--- src/rtl/fifo_reader_tx.sv ---
// Pops bytes from an upstream FIFO and sends each one as an 8N1 serial frame, LSB first.
// Define FIFO_READER_TX_PARITY_EN to add an even-parity bit, which makes the frame 11 bits.
module fifo_reader_tx #(
    parameter int CLKS_PER_BIT = 104
) (
    input  logic       clk,
    input  logic       reset,
    input  logic       fifo_empty,
    input  logic [7:0] fifo_data,
    output logic       fifo_pop,
    output logic       tx,
    output logic       busy,
    output logic [2:0] state_dbg
);

    localparam int CW = (CLKS_PER_BIT > 1) ? $clog2(CLKS_PER_BIT) : 1;
    localparam logic [CW-1:0] LAST = CW'(CLKS_PER_BIT - 1);

`ifdef FIFO_READER_TX_PARITY_EN
    typedef enum logic [2:0] {
        IDLE   = 3'd0,
        POP    = 3'd1,
        LOAD   = 3'd2,
        START  = 3'd3,
        DATA   = 3'd4,
        PARITY = 3'd5,
        STOP   = 3'd6
    } state_t;
`else
    typedef enum logic [2:0] {
        IDLE  = 3'd0,
        POP   = 3'd1,
        LOAD  = 3'd2,
        START = 3'd3,
        DATA  = 3'd4,
        STOP  = 3'd6
    } state_t;
`endif

    state_t        state_q, state_n;
    logic [CW-1:0] cnt_q, cnt_n;
    logic [2:0]    idx_q, idx_n;
    logic [7:0]    sh_q, sh_n;
    logic          tx_n, pop_n;
    logic          baud_done;

    assign baud_done = (cnt_q == LAST);
    assign busy      = (state_q != IDLE);
    assign state_dbg = state_q;

    always_ff @(posedge clk or posedge reset) begin
        if (reset) begin
            state_q  <= IDLE;
            cnt_q    <= '0;
            idx_q    <= '0;
            sh_q     <= '0;
            tx       <= 1'b1;
            fifo_pop <= 1'b0;
        end else begin
            state_q  <= state_n;
            cnt_q    <= cnt_n;
            idx_q    <= idx_n;
            sh_q     <= sh_n;
            tx       <= tx_n;
            fifo_pop <= pop_n;
        end
    end

    // The counter restarts at zero whenever a bit period ends, which covers every state change.
    always_comb begin
        state_n = state_q;
        cnt_n   = '0;
        idx_n   = idx_q;
        sh_n    = sh_q;
        case (state_q)
            IDLE:  if (!fifo_empty) state_n = POP;
            POP:   state_n = LOAD;
            LOAD: begin
                sh_n    = fifo_data;
                idx_n   = '0;
                state_n = START;
            end
            START: begin
                if (baud_done) state_n = DATA;
                else           cnt_n   = cnt_q + CW'(1);
            end
            DATA: begin
                if (baud_done) begin
                    idx_n = idx_q + 3'd1;
                    if (idx_q == 3'd7) begin
`ifdef FIFO_READER_TX_PARITY_EN
                        state_n = PARITY;
`else
                        state_n = STOP;
`endif
                    end
                end else begin
                    cnt_n = cnt_q + CW'(1);
                end
            end
`ifdef FIFO_READER_TX_PARITY_EN
            PARITY: begin
                if (baud_done) state_n = STOP;
                else           cnt_n   = cnt_q + CW'(1);
            end
`endif
            STOP: begin
                if (baud_done) state_n = IDLE;
                else           cnt_n   = cnt_q + CW'(1);
            end
            default: state_n = IDLE;
        endcase
    end

    // tx and fifo_pop are decoded from the next state so that both come straight out of flops.
    always_comb begin
        pop_n = (state_n == POP);
        tx_n  = 1'b1;
        case (state_n)
            START:  tx_n = 1'b0;
            DATA:   tx_n = sh_n[idx_n];
`ifdef FIFO_READER_TX_PARITY_EN
            PARITY: tx_n = ^sh_n;
`endif
            default: tx_n = 1'b1;
        endcase
    end

endmodule

--- config.mk ---
export PLATFORM = sky130hd
export DESIGN_NAME = fifo_reader_tx
export DESIGN_NICKNAME = d
export VERILOG_FILES = /design/src/rtl/fifo_reader_tx.sv
export SDC_FILE = /design/constraint.sdc
export NUM_CORES = 1
export LEC_CHECK = 0
export ABC_AREA = 0
export CORE_ASPECT_RATIO = 2
export CORE_UTILIZATION = 45
export DETAILED_ROUTE_END_ITERATION = 7
export GPL_ROUTABILITY_DRIVEN = 0
export GPL_TIMING_DRIVEN = 0
export PLACE_DENSITY = 0.81
export SLEW_MARGIN = 20
export SYNTH_ARGS = -nofsm -noshare
export SYNTH_HDL_FRONTEND = slang
export SYNTH_SLANG_ARGS = --single-unit
--- constraint.sdc ---
create_clock -name clk -period 2 [get_ports clk]
set_clock_uncertainty 0.05 [all_clocks]
set_input_delay 0.4 -clock clk [delete_from_list [all_inputs] [get_ports clk]]
set_output_delay 0.4 -clock clk [all_outputs]
set_load 0.1 [all_outputs]
==> flow_metrics.tcl <==
set metrics [dict create \
    status "complete, but fails checks" \
    violations "negative setup slack" \
    synth-xor-area-share_pct 3.33 \
    worstPathRequired_ps 2140 \
    wl_met1_mm 1.12 \
    grt_overflow_total 0 \
    cts_tree "done" \
    synth.top_cell.area_share_pct 41.8 \
    antennaDiodeCount 0 \
    cp-startpoint "cnt_q[1]" \
    cp-end-kind "register" \
    core-area_mm2 0.00277 \
    peakVddDrop_v 0.000479 \
    insertion_delay_ps 270 \
    fin_crit_sh_pct 104 \
    nets 179 \
    hold_path.class "register to register" \
    synth_seq_cells 23 \
    critPathLaunchType "register" \
    clockBufferDepth 2 \
    drt_iter0_markers 39 \
    multi_input_area_um2 737 \
    power.leakage_nw 0.760 \
    vias 1157 \
    crit-reg2reg-launch "cnt_q[1]" \
    layout-drive-gt1-share_pct 33.5 \
    num-fill-cells 226 \
    die_w_um 40.2 \
    synthArstFlopShare_pct 100 \
    rsz0062_at_grt "true" \
    post-dp-hpwl_mm 2.24 \
    grt_pass1_wl_mm 5.26 \
    clock_sinks 23 \
    antenna_found_initial 0 \
    p_per_area_mw_per_mm2 472 \
    r2r_setup_slack_ps -90 \
    avgViaCountPerCell 5.99 \
    netlist_instances 131 \
    fin_crit_ps 2090 \
    dp.cells 176 \
    pin_count 17 \
    drv_cap 0 \
    synthMuxAreaShare_pct 10.1 \
    grt_pass1_vias 1179 \
    cts_htree_levels 1 \
    min-delay-start "sh_q[2]" \
    firstDrtPassIters 5 \
    seqCellArea_um2 587 \
    rows 27 \
    grt_max_degree 24 \
    synth_simple_gate_area_share_pct 21.0 \
    tightestPinTransition_ps 957 \
    arrival_ps 2230 \
    finalHoldViolCount 0 \
    yosysTopAreaCell "dfrtp_1" \
    wl_met3_um 98 \
    yosys-top-cells-area "dfrtp_1, mux2_2, nor2_1" \
    synth_area_mm2 0.00132 \
    synth_fa_ha_area_share_pct 2.85 \
    cts_made_buffers 3 \
    ys_types 41 \
    finalMaxSlewViolations 0 \
    grtUsageTotal_pct 24.2 \
    die_area_mm2 0.00316 \
    avgRoutedWirePerCell_um 17.4 \
    setup_violations 1 \
    clockRootBuffer "clkbuf_8" \
    crit_type "register to register" \
    setup_ws_ps -86.7 \
    synth_common_cells "dfrtp_1, nor2_1, mux2_2, nand2_1, nand3_1" \
    start_util_pct 47.5 \
    critPathMaxFanout 5 \
    synth_top_family_by_area "simple AND/OR/NAND/NOR gates" \
    io_buffers 16 \
    slew_headroom_pct 36.4 \
    wl_mm 3.35 \
    synth_compound_gate_area_share_pct 15.1 \
    synth_top_flop_cell "dfrtp_1" \
    ant_nets 0 \
    post-route-util_pct 62.1 \
    synth-edff-count 0 \
    fin_cells 193 \
    ys_seq_area_share_pct 43.8 \
    top_layer "met4" \
    clk_pin_slew_worst_paths_ps 80 \
    syn_to_final_growth_pct 30.6 \
    fmax_ghz 0.479 \
    ys_warn_count 0 \
    synth_fp_nets 145 \
    syn_avg_cell_area_um2 10.0 \
    yosysMostFrequentCell "dfrtp_1" \
    wl_met2_mm 1.97 \
    drc 0 \
    die_y_um 78.5 \
]
final cells by class:
class                   instances  area share (%)
inverters                       7            1.53
repair buffers                 29            14.6
clock inverters                 1           0.291
flip-flops and latches         23            34.1
plain buffers                   5            2.11
well taps                      29            2.11
multi-input cells              96            42.9
clock buffers                   3            2.40
metal layers:
layer / up-vias / track usage (%)
met2: 47 / 43.4
met1: 552 / 22.8
li1: 539 / -
met5: - / 0
met4: 0 / 15.3
met3: 19 / 3.11
what timing repair did:
action | in CTS | in global routing
endpoints found under the setup margin | 7 | 3
hold buffers | 0 | 0
pin swaps | 5 | 0
resized for setup | 24 | 3
setup buffers | 12 | 1
placed cells by master, fill, tap and decap left out, drive strengths merged, types with 2 or more instances in the layout:
cell and n:
buf 18, clkdlybuf4s15 3, or2 2, and3 2, nor4 2, a21oi 7
mux2 10, mux2i 2, a211oi 2, ha 3, o21ai 4, xnor2 3
a32oi 2, clkdlybuf4s50 10, nand4 2, nand3 8, clkbuf 5, a21o 2
inv 7, nand2 9, dfrtp 22, nor2 17, xor2 2
kinds of logic after synthesis:
group           count (synthesis)
xor+xnor                        5
flops                          23
simple gates                   51
mux                            12
fa+ha+maj                       3
compound gates                 25
buf+inv                        12
report_power, final:
group,internal (mW),total [mW],switching [mW]
Sequential,0.473,0.476,0.00361
Clock,0.139,0.292,0.153
Combinational,0.0258,0.0423,0.0165
Total,0.638,0.811,0.173
state kept, by name, indices dropped and copies added, names as in the netlist:
register,cells
idx_q,3
state_dbg,3
cnt_q,7
sh_q,8
tx,1
fifo_pop,1
final timing paths:
check / end / cells after the start
worst min register to register: sh_q[2] / 1
worst min-delay path: sh_q[2] / 1
max in group asynchronous: state_dbg[1] / 2
worst max register to register: tx / 8
worst max-delay path: tx / 8
min in group asynchronous: state_dbg[2] / 2
per-stage QoR:
stage / cell area (um^2) / power (mW) / TNS [ps] / setup slack, ps / hold slack [ps]
4_1_cts: 1720 / 0.814 / -129 / -85.0 / 458
3_5_place_dp: 1540 / 0.529 / -735 / -355 / 438
5_1_grt: 1720 / 0.837 / -160 / -160 / 483
2_1_floorplan: 1350 / 0.503 / -75.2 / -75.2 / 351
6_report: 1720 / 0.811 / -86.7 / -86.7 / 454
3_3_place_gp: 1540 / 0.527 / -727 / -354 / 420
critical path: stages, from the launching register on:
cell	delay, ps
dfrtp_1	380
ha_1	170
buf_6	110
nand3b_1	110
or4_4	450
mux2i_1	140
o32a_1	180
mux2_2	280
a32oi_1	160
No activity file was read; power rests on OpenSTA's default activity.
